**src/rtl/cla_serial_resolver_if.sv**
```systemverilog
// cla_serial_resolver_if: operand/result handshake bundle for the serial carry resolver
// master drives in_valid/p/g/c_in/out_ready; slave drives in_ready/out_valid/sum/c_out
interface cla_serial_resolver_if #(parameter int WIDTH = 8);
  logic             in_valid;
  logic             in_ready;
  logic [WIDTH-1:0] p;
  logic [WIDTH-1:0] g;
  logic             c_in;
  logic             out_valid;
  logic             out_ready;
  logic [WIDTH-1:0] sum;
  logic             c_out;
  modport master (
    output in_valid, p, g, c_in, out_ready,
    input  in_ready, out_valid, sum, c_out
  );
  modport slave (
    input  in_valid, p, g, c_in, out_ready,
    output in_ready, out_valid, sum, c_out
  );
endinterface

```
**src/rtl/cla_serial_resolver.sv**
```systemverilog
// cla_serial_resolver: resolves carries and sum from p/g words two bits per clock
// clk, rst_n (async active-low); bus.slave: in_valid/in_ready/p/g/c_in in, out_valid/out_ready/sum/c_out out
module cla_serial_resolver #(parameter int WIDTH = 8) (
  input logic                 clk,
  input logic                 rst_n,
  cla_serial_resolver_if.slave bus
);
  localparam int DW = (WIDTH > 2) ? $clog2(WIDTH / 2) : 1;
  localparam logic [DW-1:0] LAST = DW'(WIDTH / 2 - 1);
  typedef enum logic [1:0] {IDLE, RUN, DONE} state_t;
  state_t           state;
  logic [WIDTH-1:0] p_r, g_r, sum_r;
  logic [DW-1:0]    d;
  logic             c, c_out_r, in_ready_r, out_valid_r;
  logic [DW:0]      i;
  logic [1:0]       pd, gd;
  logic             c1, c2;
  assign i  = {d, 1'b0};
  assign pd = p_r[i +: 2];
  assign gd = g_r[i +: 2];
  assign c1 = gd[0] | (pd[0] & c);
  // c2 is a two-level lookahead from c, not a ripple through c1
  assign c2 = gd[1] | (pd[1] & gd[0]) | (pd[1] & pd[0] & c);
  assign bus.in_ready  = in_ready_r;
  assign bus.out_valid = out_valid_r;
  assign bus.sum       = sum_r;
  assign bus.c_out     = c_out_r;
  always_ff @(posedge clk or negedge rst_n) begin
    if (!rst_n) begin
      state       <= IDLE;
      in_ready_r  <= 1'b1;
      out_valid_r <= 1'b0;
      sum_r       <= '0;
      c_out_r     <= 1'b0;
      d           <= '0;
      c           <= 1'b0;
      p_r         <= '0;
      g_r         <= '0;
    end else begin
      case (state)
        IDLE: if (bus.in_valid) begin
          p_r        <= bus.p;
          g_r        <= bus.g;
          c          <= bus.c_in;
          d          <= '0;
          in_ready_r <= 1'b0;
          state      <= RUN;
        end
        RUN: begin
          sum_r[i +: 2] <= {pd[1] ^ c1, pd[0] ^ c};
          c             <= c2;
          d             <= d + 1'b1;
          if (d == LAST) begin
            c_out_r     <= c2;
            out_valid_r <= 1'b1;
            state       <= DONE;
          end
        end
        DONE: if (bus.out_ready) begin
          out_valid_r <= 1'b0;
          in_ready_r  <= 1'b1;
          state       <= IDLE;
        end
        default: state <= IDLE;
      endcase
    end
  end
endmodule

```
**src/flat_wrapper.sv**
```systemverilog
// flat-port wrapper written by rule: the top's interface ports become plain ports
module cla_serial_resolver_flat 
#(parameter int WIDTH = 8)
  (clk, rst_n, bus_in_valid, bus_p, bus_g, bus_c_in, bus_out_ready, bus_in_ready, bus_out_valid, bus_sum, bus_c_out);
  cla_serial_resolver_if #(.WIDTH(WIDTH)) bus_i ();
  input logic clk;
  input logic rst_n;
  input wire logic [$bits(bus_i.in_valid)-1:0] bus_in_valid;
  input wire logic [$bits(bus_i.p)-1:0] bus_p;
  input wire logic [$bits(bus_i.g)-1:0] bus_g;
  input wire logic [$bits(bus_i.c_in)-1:0] bus_c_in;
  input wire logic [$bits(bus_i.out_ready)-1:0] bus_out_ready;
  output wire logic [$bits(bus_i.in_ready)-1:0] bus_in_ready;
  output wire logic [$bits(bus_i.out_valid)-1:0] bus_out_valid;
  output wire logic [$bits(bus_i.sum)-1:0] bus_sum;
  output wire logic [$bits(bus_i.c_out)-1:0] bus_c_out;
  assign bus_i.in_valid = bus_in_valid;
  assign bus_i.p = bus_p;
  assign bus_i.g = bus_g;
  assign bus_i.c_in = bus_c_in;
  assign bus_i.out_ready = bus_out_ready;
  assign bus_in_ready = bus_i.in_ready;
  assign bus_out_valid = bus_i.out_valid;
  assign bus_sum = bus_i.sum;
  assign bus_c_out = bus_i.c_out;
  cla_serial_resolver #(.WIDTH(WIDTH)) u_core (.clk(clk), .rst_n(rst_n), .bus(bus_i));
endmodule
```
**config.mk**
```make
export PLATFORM = sky130hd
export DESIGN_NAME = cla_serial_resolver_flat
export DESIGN_NICKNAME = d
export VERILOG_FILES = /design/src/rtl/cla_serial_resolver_if.sv /design/src/rtl/cla_serial_resolver.sv /design/src/flat_wrapper.sv
export SDC_FILE = /design/constraint.sdc
export NUM_CORES = 1
export LEC_CHECK = 0
export ABC_AREA = 0
export CORE_ASPECT_RATIO = 2
export CORE_UTILIZATION = 54
export DETAILED_ROUTE_END_ITERATION = 12
export GPL_ROUTABILITY_DRIVEN = 0
export PLACE_DENSITY_LB_ADDON = 0.12
export RECOVER_POWER = 100
export SYNTH_ARGS = -nofsm -noshare
export SYNTH_HDL_FRONTEND = slang
export SYNTH_SLANG_ARGS = --single-unit
```
**constraint.sdc**
```tcl
create_clock -name clk -period 2.7 [get_ports clk]
set_input_delay 0.675 -clock clk [delete_from_list [all_inputs] [get_ports clk]]
set_output_delay 0.675 -clock clk [all_outputs]
set_load 0.02 [all_outputs]
```
[Word-level counts from Yosys, hierarchy flattened]
Cells that the tools add are included.
Storage, ports and cells
  register bits: 32
  latch bits: 0
  bits in writable memories: 0
  bits in read-only memories: 0
  output and inout port bits: 11
  word-level logic and storage cells: 55
  memories kept: 0
Cells by class
  add/sub/neg operators: 2
  multipliers: 0
  div/mod/pow operators: 0
  order comparisons: 0
  equal/unequal tests: 6
  shifts and indexed selects: 4
  multiplexer cells: 15
  bitwise gates (word level): 9
  reductions and logical operators: 10
Operators with widths (number)
  $shiftx 8x4->2: 2
  $reduce_and 3->1: 3
  $bwmux 8: 1
  $mux 2: 4
  $shift 2x5->8 const A: 1
  $shiftx 2x5->8: 1
  $pmux 1 s2: 3
  $pmux 2 s3: 1
  $reduce_and 2->1: 3
  $reduce_bool 2->1: 3
  $mux 1: 5
  $neg 3->5: 1
  $and 1x1->1: 4
  $eq 2x2->1 const B: 2
  $ne 2x2->1 const B: 2
  $pmux 2 s2: 1
  $or 1x1->1: 3
  $add 2x1->2 const B: 1
  $eq 2x1->1 const B: 1
  $logic_not 2->1: 1
  $ne 2x1->1 const B: 1
  $xor 1x1->1: 2

[Logic depth before layout (Yosys ltp)]
Gate-level depths: netlist of the first run.
  depth after elaboration: 6
  depth in mapped cells: 8
  depth with buffers taken out: 7

[Least setup slack after synthesis of the first run]
No wires, ideal clock.
  path type: flip-flop to flip-flop
  from: reg u_core.d[0]
  to: reg u_core.sum_r[1], in the netlist u_core.bus.sum[1]
  library setup time: 121 ps
  data arrival time: 1630 ps
  setup slack: 949 ps
  cell stages (with the launch flop): 9
  clock period less this slack: 1751 ps
  cell sequence: dfrtp_1 buf_6 mux2_2 nor2_1 nor2_1 ha_1 nor2_2 xnor2_2 a22o_1
Between the ends
  word-level cells in the longest chain between the ends: 6
RTL lines
  start, declared: RTL line cla_serial_resolver.sv:13  | logic [DW-1:0] d;
  start signal, assigned: RTL line cla_serial_resolver.sv:52  | d <= d + 1'b1;
  $shiftx 8x4->2: RTL line cla_serial_resolver.sv:19  | assign pd = p_r[i +: 2];
  $and 1x1->1: RTL line cla_serial_resolver.sv:21  | assign c1 = gd[0] | (pd[0] & c);
  $or 1x1->1: RTL line cla_serial_resolver.sv:21
  $xor 1x1->1: RTL line cla_serial_resolver.sv:50  | sum_r[i +: 2] <= {pd[1] ^ c1, pd[0] ^ c};
  $shiftx 2x5->8: RTL line cla_serial_resolver.sv:50
  $bwmux 8 (*): RTL line cla_serial_resolver.sv:50
  end signal, assigned by index: RTL line cla_serial_resolver.sv:50
  end, declared: RTL line cla_serial_resolver.sv:12  | logic [WIDTH-1:0] p_r, g_r, sum_r;
Mark *: on every way between the ends. The rest lies on a longest branch, timed or not.
A chain may end at the register's enable or synchronous reset.

[Worst setup path in the final report of the first run]
  from: reg u_core.in_ready_r, in the netlist u_core.bus.in_ready
  to: out bus_in_ready
RTL lines
  start, declared: RTL line cla_serial_resolver.sv:14  | logic c, c_out_r, in_ready_r, out_valid_r;
  start signal, assigned: RTL line cla_serial_resolver.sv:31  | in_ready_r <= 1'b1;
  start signal, assigned: RTL line cla_serial_resolver.sv:46  | in_ready_r <= 1'b0;
  start signal, assigned: RTL line cla_serial_resolver.sv:61  | in_ready_r <= 1'b1;
  end, declared: RTL line flat_wrapper.sv:13  | output wire logic [$bits(bus_i.in_ready)-1:0] bus_in_ready;
No word-level cell between the ends.

==> metrics.md, run 1 <==
| Metric | Value |
|---|---|
| Worst hold path type | `reg2reg` |
| Final antenna-violating net count | `0` |
| Post-CTS Resized | `0` |
| WL/cell | `15.31 um` |
| Fin. max-slew vios | `0` |
| Worst Tran Pin Value | `0.7828 ns` |
| Final WL | `2893 um` |
| Synthesis-stage register bit count | `32` |
| HPWL after DPL | `2065 um` |
| Buffers & Inverters on Critical Path | `1` |
| Worst-path clk slew | `0.07 ns` |
| CTS Buf Count | `5` |
| CTS Root Cell | `clkbuf_8` |
| Final WS setup | `0.5360 ns` |
| Critical Path RT | `2.03 ns` |
| Clock Sinks | `32` |
| Arrival time worst endpoint | `1.49 ns` |
| CTS tree | `done` |
| Worst Setup Path Type | `reg2out` |
| N_diodes | `0` |
| RR Endpoint | `u_core.bus.sum[1]` |
| Synthesized-area fraction occupied by and/or/nand/nor cells | `10.24%` |
| Initial antenna violation count | `0` |
| Core ar. | `0.002603 mm2` |
| Sequential fraction of the synthesis area | `52.93%` |
| Hold Path End | `u_core.bus.sum[6]` |
| Crit end category | `primary output` |
| Hold Crit Start | `u_core.bus.sum[6]` |
| Synth Area in Adders | `5.780%` |
| Outcome | `finished clean` |
| GRT overflow | `0` |
| Hold path cells | `2` |
| CTS H-tree depth | `2` |
| Worst Setup Start Kind | `flop` |
| Vias in the first global route | `1,127` |
| P&R area growth vs syn | `27.66%` |
| Yosys cell types | `28` |
| Slowest stage delay, CP | `0.67 ns` |
| Initial Utilization | `58.22%` |
| Synth Area in Compound Gates | `9.414%` |
| DR iter-0 viols | `12` |
| Post-Place Cell Area | `0.001862 mm2` |
| Clock Skew | `0.009632 ns` |
| Dpl ws | `0.6038 ns` |
| CTS Buffer Depth | `2` |
| Vias per inst | `5.688` |
| Max VDD drop | `738.3 uV` |
| Rel. slew slack | `47.81%` |
| Final nets | `188` |
| Post-CTS Repair Setup Buffers | `0` |
| RSZ-0062 raised after global routing | `no` |
| Post-synth EDFFs | `0` |
| Syn_area_per_cell | `12.32 um2` |
| Fmax achieved | `462.1 MHz` |
| Syn Std Cell Area | `0.001515 mm2` |
| Pwr per Cell Area | `1169 mW/mm2` |
| Ys flop type | `dfrtp_1` |
| Via count | `1,075` |
| Crit-path cells | `dlygate4sd3_1` |
| Final min period | `2.164 ns` |
| Number of fill cells | `184` |
| Proportion of synthesized area in mux cells | `17.84%` |
| Most common library cell in the layout ignoring fill and taps | `dfrtp_1` |
| Max_cap viols | `0` |
| Fin crit share | `80.15%` |
| Largest family of logic cells by synthesized area | `multiplexers` |
| Die Span Y | `76.91 um` |
| Global Route Usage Sum | `23.39%` |
| First-pass GRT wire length | `4968 um` |
| Setup-failing EPs final | `0` |
| Reg2Reg Depth | `7` |
| Ports | `32` |
| Async S/R FF share, synth | `100.0%` |
| Die X | `39.46 um` |
| Share of layout cells above drive strength 1 | `18.63%` |
| CP max-delay cell | `dlygate4sd3_1` |
| Total Neg Setup Slack | `0 ns` |
| Post-synth net total | `151` |
| Endpoints failing hold | `0` |
| Leakage | `0.8587 nW` |
| Clk Latency, worst-skew pair | `0.28 ns` |
| Mapped Cells | `123` |
| Die ar. | `0.003034 mm2` |
| Critical Path Stages | `1` |
| CP top delay family | `buffers and inverters` |
| Crit-path max FO | `3` |
| Largest net degree at the start of global routing | `33` |
| DRT Pass-1 Iters | `5` |
| Residual DRC | `0` |
| Hold Slack | `0.4801 ns` |
| R2R setup slack | `0.61 ns` |
| # hold bufs at CTS | `0` |
| Number of I/O port buffers | `31` |
| Num rows | `26` |
| Ys Warns | `0` |
| Most frequent cells in the layout | `31 x dfrtp_1, 18 x clkdlybuf4s50_1, 17 x mux2_2` |
| Post-synthesis xor/xnor area fraction | `1.073%` |
| R2R Path Start | `u_core.d[0]` |
| Final Cell Area | `0.001934 mm2` |
stage by stage:
stage | utilization (%) | power (mW) | cells
3_3_place_gp | 71.54 | 1.908 | 181
3_5_place_dp | 71.54 | 1.957 | 181
4_1_cts | 75.00 | 2.344 | 189
5_1_grt | 74.33 | 2.427 | 189
2_1_floorplan | - | 1.628 | 123
6_report | 74.33 | 2.262 | 189
report_power, final:
group	switching [mW]	internal, mW	total [mW]
Clock	0.170	0.208	0.377
Combinational	0.513	0.508	1.02
Sequential	0.174	0.690	0.864
synthesized netlist by cell type, types with 2 or more instances:
cell type	number	share of area (%)
a21oi_1	4	1.3
a22o_1	5	2.9
buf_2	3	0.99
dfrtp_1	31	51
ha_1	7	5.8
inv_1	4	0.99
mux2_2	17	13
mux4_2	3	4.5
nand2_1	15	3.7
nand2b_1	3	1.2
nor2_1	5	1.2
nor2b_1	2	0.83
nor3_1	3	0.99
o21ai_0	3	0.99
o21ai_1	2	0.66
o31ai_1	4	2.0
registers in the layout, indices dropped and copies added, names as in the netlist:
signal                count
u_core.bus.in_ready       1
u_core.state              2
u_core.bus.c_out          1
u_core.d                  2
u_core.bus.sum            8
u_core.bus.out_valid      1
u_core.g_r                8
u_core.c                  1
u_core.p_r                8
routing by layer:
| metal | share of wire [%] | GRT usage (%) | vias up | wire length, um |
|---|---|---|---|---|
| met5 | 0 | 0 | - | 0 |
| met3 | 3.0 | 6.069 | 9 | 88 |
| met2 | 55 | 38.20 | 30 | 1590 |
| met4 | 3.0 | 11.72 | 0 | 87 |
| li1 | - | - | 510 | - |
| met1 | 39 | 26.15 | 526 | 1127 |
logic make-up (layout without fill, tap and decap cells):
family / count (synthesis) / after routing
adder cells (fa/ha/maj): 7 / 7
flip-flops: 32 / 32
AND/OR/NAND/NOR: 33 / 33
multiplexers: 21 / 21
XOR/XNOR: 1 / 1
buffers and inverters: 8 / 46
AO/OA/AOI/OAI: 21 / 21
cell type report:
type                            instances  area, um2  share of cell area, %
Clock buffer                            8      90.09                  4.657
Inverter                                4      15.01                 0.7762
Multi-Input combinational cell         83      661.9                  34.22
Sequential cell                        32      802.0                  41.46
Tap cell                               28      35.03                  1.811
Timing Repair Buffer                   34      330.3                  17.08
how the worst max path moves through the flow:
stage / startpoint / end
floorplan: u_core.d[0] / u_core.bus.sum[1]
global placement: bus_in_valid / u_core.p_r[0]
detailed placement: bus_in_valid / u_core.p_r[6]
CTS: u_core.bus.in_ready / bus_in_ready
global route: u_core.d[0] / u_core.bus.sum[7]
finish: u_core.bus.in_ready / bus_in_ready
Power figures use the tool's default switching activity.
==> run 2: changes to the inputs <==
--- a/config.mk
+++ b/config.mk
@@ -7,7 +7,7 @@
 export LEC_CHECK = 0
 export ABC_AREA = 0
 export CORE_ASPECT_RATIO = 2
-export CORE_UTILIZATION = 54
+export CORE_UTILIZATION = 45
 export DETAILED_ROUTE_END_ITERATION = 12
 export GPL_ROUTABILITY_DRIVEN = 0
 export PLACE_DENSITY_LB_ADDON = 0.12
==> constraint.sdc (replaced) <==
create_clock -name clk -period 1.8 [get_ports clk]
set_input_delay 0.45 -clock clk [delete_from_list [all_inputs] [get_ports clk]]
set_output_delay 0.45 -clock clk [all_outputs]
set_load 0.02 [all_outputs]
==> run 2 against run 1 <==
  * Power increased by 60%
  * Clock power is 53% higher
  * Critical path depth unchanged
  * Flip-flop and latch count did not move
  * Sequential share of layout area fell by 1.5 points
  * Non-clock buffer count up 5
  * Clock-buffer cell count fell by 1
  * Cell area is 4.0% higher
  * Critical path type unchanged
  * Critical endpoint is now bus_sum[4]
  * Worst setup slack lost 0.48 ns
  * Clock skew shrank 0.0042 ns
  * Die area increased by 19%
  * Global-route usage decreased by 4.8 points
==> metrics.md, run 2 (synthesis results as in run 1) <==
| Metric | Value |
|---|---|
| CTS Buf Count | `5 (unchanged)` |
| Vias per inst | `5.526 (was 5.688)` |
| Max_cap viols | `0 (unchanged)` |
| Final nets | `193 (was 188)` |
| Hold Slack | `0.4724 ns (was 0.4801 ns)` |
| Core Util, Final | `63.01% (was 74.33%)` |
| P&R area growth vs syn | `32.78% (was 27.66%)` |
| Switching share of power | `36.55% (was 37.85%)` |
| CTS tree | `done (unchanged)` |
| RR Endpoint | `u_core.bus.c_out (was u_core.bus.sum[1])` |
| Worst Setup Path Type | `reg2out (unchanged)` |
| DR iter-0 viols | `26 (was 12)` |
| Setup-failing EPs final | `0 (unchanged)` |
| CP max-delay cell | `dlygate4sd3_1 (unchanged)` |
| Max VDD drop | `1017 uV (was 738.3 uV)` |
| P_sw | `1.326 mW (was 0.8562 mW)` |
| Vias in the first global route | `1,198 (was 1,127)` |
| CTS Root Cell | `clkbuf_8 (unchanged)` |
| Crit end category | `primary output (unchanged)` |
| Worst-path clk slew | `0.06 ns (was 0.07 ns)` |
| Crit-path cells | `dlygate4sd3_1 (unchanged)` |
| Arrival time worst endpoint | `1.29 ns (was 1.49 ns)` |
| Final Power | `3.628 mW (was 2.262 mW)` |
| Num rows | `29 (was 26)` |
| Sequential cell fraction of total power | `35.0% (was 38.2%)` |
| CTS H-tree depth | `2 (unchanged)` |
| Via count | `1,083 (was 1,075)` |
| Core ar. | `0.003193 mm2 (was 0.002603 mm2)` |
| CP top delay family | `buffers and inverters (unchanged)` |
| Worst Setup Start Kind | `flop (unchanged)` |
| Residual DRC | `0 (unchanged)` |
| Initial Utilization | `47.45% (was 58.22%)` |
| Initial antenna violation count | `0 (unchanged)` |
| Fin crit share | `96.63%` |
| WL/cell | `14.91 um (was 15.31 um)` |
| Die X | `43.03 um (was 39.46 um)` |
| Leakage | `0.8851 nW (was 0.8587 nW)` |
| Fmax achieved | `574.9 MHz` |
| RSZ-0062 raised after global routing | `yes (was no)` |
| Clock Skew | `0.005452 ns (was 0.009632 ns)` |
| Outcome | `finished clean (unchanged)` |
| Critical path destination | `bus_sum[4] (was bus_in_ready)` |
| Endpoints failing hold | `0 (unchanged)` |
| HPWL after DPL | `2191 um (was 2065 um)` |
| CTS Buffer Depth | `2 (unchanged)` |
| Pwr per Cell Area | `1803 mW/mm2 (was 1169 mW/mm2)` |
| Worst Tran Pin Value | `0.7831 ns (was 0.7828 ns)` |
| Rel. slew slack | `47.79% (was 47.81%)` |
| Slowest stage delay, CP | `0.64 ns (was 0.67 ns)` |
| Share of layout cells above drive strength 1 | `24.24% (was 18.63%)` |
| Final min period | `1.739 ns` |
| Global Route Usage Sum | `18.61% (was 23.39%)` |
| R2R setup slack | `0.09 ns (was 0.61 ns)` |
| Most common library cell in the layout ignoring fill and taps | `dfrtp_1 (unchanged)` |
| Final WL | `2923 um (was 2893 um)` |
| Buffers & Inverters on Critical Path | `1 (unchanged)` |
| Critical Path Stages | `1 (unchanged)` |
| First-pass GRT wire length | `5099 um (was 4968 um)` |
| Number of I/O port buffers | `31 (unchanged)` |
| Largest net degree at the start of global routing | `33 (unchanged)` |
| Critical Path RT | `1.35 ns (was 2.03 ns)` |
| GRT overflow | `0 (unchanged)` |
| Clk Latency, worst-skew pair | `0.27 ns (was 0.28 ns)` |
| N_diodes | `0 (unchanged)` |
| Final antenna-violating net count | `0 (unchanged)` |
| Ports | `32 (unchanged)` |
| Clock Sinks | `32 (unchanged)` |
| R2R Path Start | `u_core.d[0] (unchanged)` |
| Crit-path max FO | `2 (was 3)` |
| Reg2Reg Depth | `4 (was 7)` |
| DRT Pass-1 Iters | `4 (was 5)` |
| Final non-filler cell total | `196 (was 189)` |
| Logic gate share of total power | `49.1% (was 45.1%)` |
| Die Span Y | `84.06 um (was 76.91 um)` |
| Worst hold path type | `reg2reg (unchanged)` |
| Inst Count DP | `189 (was 181)` |
| Int Power | `2.302 mW (was 1.406 mW)` |
| Setup crit start | `u_core.bus.sum[4] (was u_core.bus.in_ready)` |
| Fin. max-slew vios | `0 (unchanged)` |
| Most frequent cells in the layout | `30 x dfrtp_1, 25 x clkdlybuf4s50_1, 16 x mux2_2 (was 31 x dfrtp_1, 18 x clkdlybuf4s50_1, 17 x mux2_2)` |
| Die ar. | `0.003617 mm2 (was 0.003034 mm2)` |
| Clock share of power | `15.9% (was 16.7%)` |
run 2: cell count changes in the layout (fill, tap and decap cells not counted), moves of 2 or more:
cell             previous run  this run
buf_4                       2         5
mux2_4                      0         2
dlygate4sd3_1              13         5
clkdlybuf4s50_1            18        25
run 2: timing repair:
item | in CTS | in global routing
hold buffers | 0 | 0
pin swaps | 0 | 3
buffers inserted | 0 | 0
setup endpoints to repair | 9 | 7
gates resized for setup | 2 | 4
run 2: area by class of cell:
type,count,area [um2]
multi-input cells,83,683.2
repair buffers,39,375.4
inverters,4,15.01
well taps,31,38.79
flip-flops and latches,32,803.3
clock buffers,7,96.34
fillers,289,1181
run 2: power by group through the flow:
stage / sequential, mW / clock [mW] / combinational [mW]
global placement: 1.26 / 0 / 1.74
global route: 1.31 / 0.620 / 1.93
finish: 1.27 / 0.577 / 1.78
floorplan: 1.29 / 0 / 1.15
CTS: 1.27 / 0.601 / 1.79
detailed placement: 1.28 / 0 / 1.78
run 2: per-layer routing:
layer / track usage [%] / part of all wire [%] / up-vias
met4: 9.091 / 0.82 / 0
met5: 0 / 0 / -
met1: 20.03 / 36 / 539
met3: 4.113 / 3.2 / 2
met2: 32.78 / 60 / 24
li1: - / - / 518
run 2: worst min path at each step:
stage                     cells past startpoint              start  slack [ns]                end
final                                         2  u_core.bus.sum[4]        0.47  u_core.bus.sum[4]
after global routing                          1      u_core.g_r[5]        0.52      u_core.g_r[5]
after CTS                                     2  u_core.bus.sum[4]        0.49  u_core.bus.sum[4]
after detailed placement                      2  u_core.bus.sum[4]        0.47  u_core.bus.sum[4]
after global placement                        2  u_core.bus.sum[2]        0.46  u_core.bus.sum[2]
after floorplan                               0              rst_n        0.15   u_core.bus.c_out
run 2: per-stage QoR:
stage	setup TNS, ns	area, um2	worst slack [ns]
2_1_floorplan	0	1515	0.04939
3_3_place_gp	-0.07470	1928	-0.009812
3_5_place_dp	-0.6028	1928	-0.04339
4_1_cts	0	2024	0.02735
5_1_grt	0	2012	0.006204
6_report	0	2012	0.06068
==> run 3: changes to the inputs <==
--- a/config.mk
+++ b/config.mk
@@ -5,8 +5,8 @@
 export SDC_FILE = /design/constraint.sdc
 export NUM_CORES = 1
 export LEC_CHECK = 0
-export ABC_AREA = 0
 export CORE_ASPECT_RATIO = 2
+export CORE_MARGIN = 10
 export CORE_UTILIZATION = 45
 export DETAILED_ROUTE_END_ITERATION = 12
 export GPL_ROUTABILITY_DRIVEN = 0
==> run 3 against run 2 <==
  * Cell area grew 3.5%
  * Sequential share of layout area is 1.3 points lower
  * Flip-flop and latch count did not move
  * Via count grew 0.28%
  * Largest cell class unchanged
  * Clock power down 1%
  * Global-route usage down 7.4 points
  * Clock skew shrank 0.0013 ns
==> metrics.md, run 3 (synthesis results as in run 1) <==
| Metric | Value |
|---|---|
| DR iter-0 viols | `29 (was 26)` |
| Clock Skew | `0.004186 ns (was 0.005452 ns)` |
| Inst Count DP | `191 (was 189)` |
| Clock share of power | `14.4% (was 15.9%)` |
| Final WL | `3213 um (was 2923 um)` |
| RR Endpoint | `u_core.bus.sum[1] (was u_core.bus.c_out)` |
| Vias in the first global route | `1,223 (was 1,198)` |
| Ports | `32 (unchanged)` |
| N_diodes | `0 (unchanged)` |
| Setup-failing EPs final | `0 (unchanged)` |
| Global Route Usage Sum | `11.22% (was 18.61%)` |
| GRT overflow | `0 (unchanged)` |
| Final WS setup | `0.04378 ns (was 0.06068 ns)` |
| R2R Path Start | `u_core.d[0] (unchanged)` |
| Pwr per Cell Area | `1895 mW/mm2 (was 1803 mW/mm2)` |
| Vias per inst | `5.457 (was 5.526)` |
| Number of I/O port buffers | `31 (unchanged)` |
| Final non-filler cell total | `199 (was 196)` |
| Reg2Reg Depth | `5 (was 4)` |
| Met2 routed WL | `1791 um (was 1742 um)` |
| Initial Utilization | `47.45% (unchanged)` |
| RSZ-0062 raised after global routing | `yes (unchanged)` |
| Sequential cell fraction of total power | `32.3% (was 35.0%)` |
| Int Power | `2.470 mW (was 2.302 mW)` |
| Worst Setup Start Kind | `flop (unchanged)` |
| CTS tree | `done (unchanged)` |
| Worst hold path type | `reg2reg (unchanged)` |
| Max_cap viols | `0 (unchanged)` |
| Largest net degree at the start of global routing | `33 (unchanged)` |
| Die ar. | `0.006229 mm2 (was 0.003617 mm2)` |
| Crit end category | `flop (was primary output)` |
| Via count | `1,086 (was 1,083)` |
| Final antenna-violating net count | `0 (unchanged)` |
| Post-CTS Repair Setup Buffers | `0 (unchanged)` |
| P&R area growth vs syn | `37.41% (was 32.78%)` |
| Core ar. | `0.003193 mm2 (unchanged)` |
| Dpl ws | `-0.02976 ns (was -0.04339 ns)` |
| Max VDD drop | `1284 uV (was 1017 uV)` |
| Die Span Y | `102.1 um (was 84.06 um)` |
| Rel. slew slack | `48.08% (was 47.79%)` |
| HPWL after DPL | `2454 um (was 2191 um)` |
| Total Neg Setup Slack | `0 ns (unchanged)` |
| CTS Buffer Depth | `2 (unchanged)` |
| Logic gate share of total power | `53.3% (was 49.1%)` |
| Hold Crit Start | `u_core.bus.sum[4] (unchanged)` |
| Clock Sinks | `32 (unchanged)` |
| Number of fill cells | `270 (was 289)` |
| Fin. max-slew vios | `0 (unchanged)` |
| Final Power | `3.945 mW (was 3.628 mW)` |
| Leakage | `0.9062 nW (was 0.8851 nW)` |
| Setup crit start | `u_core.d[0] (was u_core.bus.sum[4])` |
| Critical path destination | `u_core.bus.sum[1] (was bus_sum[4])` |
| Met3 wire length | `187 um (was 94 um)` |
| Residual DRC | `0 (unchanged)` |
| Fmax achieved | `569.4 MHz (was 574.9 MHz)` |
| Most common library cell in the layout ignoring fill and taps | `dfrtp_1 (unchanged)` |
| Arrival time worst endpoint | `1.93 ns (was 1.29 ns)` |
| Worst-path clk slew | `0.07 ns (was 0.06 ns)` |
| Switching share of power | `37.38% (was 36.55%)` |
| DRT Pass-1 Iters | `4 (unchanged)` |
| Final min period | `1.756 ns (was 1.739 ns)` |
| Final Cell Area | `0.002082 mm2 (was 0.002012 mm2)` |
| Final nets | `195 (was 193)` |
| Fin crit share | `97.57% (was 96.63%)` |
| Post-Place Cell Area | `0.001931 mm2 (was 0.001928 mm2)` |
| Die X | `61.03 um (was 43.03 um)` |
| R2R setup slack | `0.04 ns (was 0.09 ns)` |
| Initial antenna violation count | `0 (unchanged)` |
| Critical Path RT | `1.98 ns (was 1.35 ns)` |
| CTS Buf Count | `5 (unchanged)` |
| P_sw | `1.475 mW (was 1.326 mW)` |
| Crit-path max FO | `6 (was 2)` |
| Top layer in use | `met4 (unchanged)` |
| Endpoints failing hold | `0 (unchanged)` |
| CTS H-tree depth | `2 (unchanged)` |
| Worst Setup Path Type | `reg2reg (was reg2out)` |
| Num rows | `29 (unchanged)` |
| Worst Tran Pin Value | `0.7788 ns (was 0.7831 ns)` |
| Clk Latency, worst-skew pair | `0.29 ns (was 0.27 ns)` |
| Share of layout cells above drive strength 1 | `29.76% (was 24.24%)` |
| WL/cell | `16.15 um (was 14.91 um)` |
| CTS Root Cell | `clkbuf_8 (unchanged)` |
| Most frequent cells in the layout | `30 x dfrtp_1, 28 x clkdlybuf4s50_1, 16 x mux2_2 (was 30 x dfrtp_1, 25 x clkdlybuf4s50_1, 16 x mux2_2)` |
| Outcome | `finished clean (unchanged)` |
| WL met1 | `1139 um (was 1062 um)` |
| First-pass GRT wire length | `5306 um (was 5099 um)` |
==> run 3: cell types whose count changed in the layout (fill, tap and decap cells not counted), sizes merged <==
cell / previous run / this run
buf: 6 / 9
clkbuf: 9 / 7
dlygate4sd3: 5 / 2
clkdlybuf4s50: 25 / 28
clkinv: 0 / 2
==> run 3: worst min path at each step <==
stage,end,slack [ns],cells past startpoint
final,u_core.bus.sum[4],0.49,2
after global routing,u_core.bus.sum[2],0.52,2
after CTS,u_core.bus.sum[4],0.49,2
after detailed placement,u_core.bus.sum[4],0.47,2
after global placement,u_core.bus.sum[2],0.46,2
after floorplan,u_core.bus.c_out,0.15,0
==> run 3: power groups by stage <==
stage / combinational [mW] / sequential, mW / clock (mW)
detailed placement: 1.83 / 1.28 / 0
global route: 2.29 / 1.31 / 0.614
finish: 2.10 / 1.27 / 0.570
floorplan: 1.15 / 1.29 / 0
CTS: 1.84 / 1.27 / 0.580
global placement: 1.79 / 1.26 / 0
==> run 3: what timing repair did <==
| action | in CTS | in global routing |
|---|---|---|
| pin swaps | 0 | 7 |
| resized for setup | 2 | 13 |
| hold buffers | 0 | 0 |
| setup endpoints to repair | 8 | 10 |
==> run 3: final cells by class <==
type                       count  area (um2)  share of cell area [%]
inverter                       4       15.01                  0.7212
sequential                    32       803.3                   38.58
tap                           31       38.79                   1.863
clock buffer                   6       82.58                   3.966
clock inverter                 2       10.01                  0.4808
multi-input combinational     83       730.7                   35.10
timing repair buffer          41       401.6                   19.29
==> run 3: critical path: stages (launching register included) <==
cell	delay, ns
dfrtp_2	0.48
mux4_2	0.57
buf_6	0.14
nor2_4	0.14
xnor2_4	0.11
a22o_1	0.20
==> run 3: routing by layer <==
metal,vias up,global-route usage [%]
li1,525,-
met1,526,10.07
met2,26,19.58
met3,9,3.602
met4,0,8.149
met5,-,0
==> run 3: per-stage QoR <==
| stage | util [%] | hold slack, ns |
|---|---|---|
| global placement | 60.46 | 0.4587 |
| finish | 65.20 | 0.4898 |
| floorplan | - | 0.1544 |
| CTS | 63.36 | 0.4877 |
| global route | 65.20 | 0.5161 |
| detailed placement | 60.46 | 0.4734 |
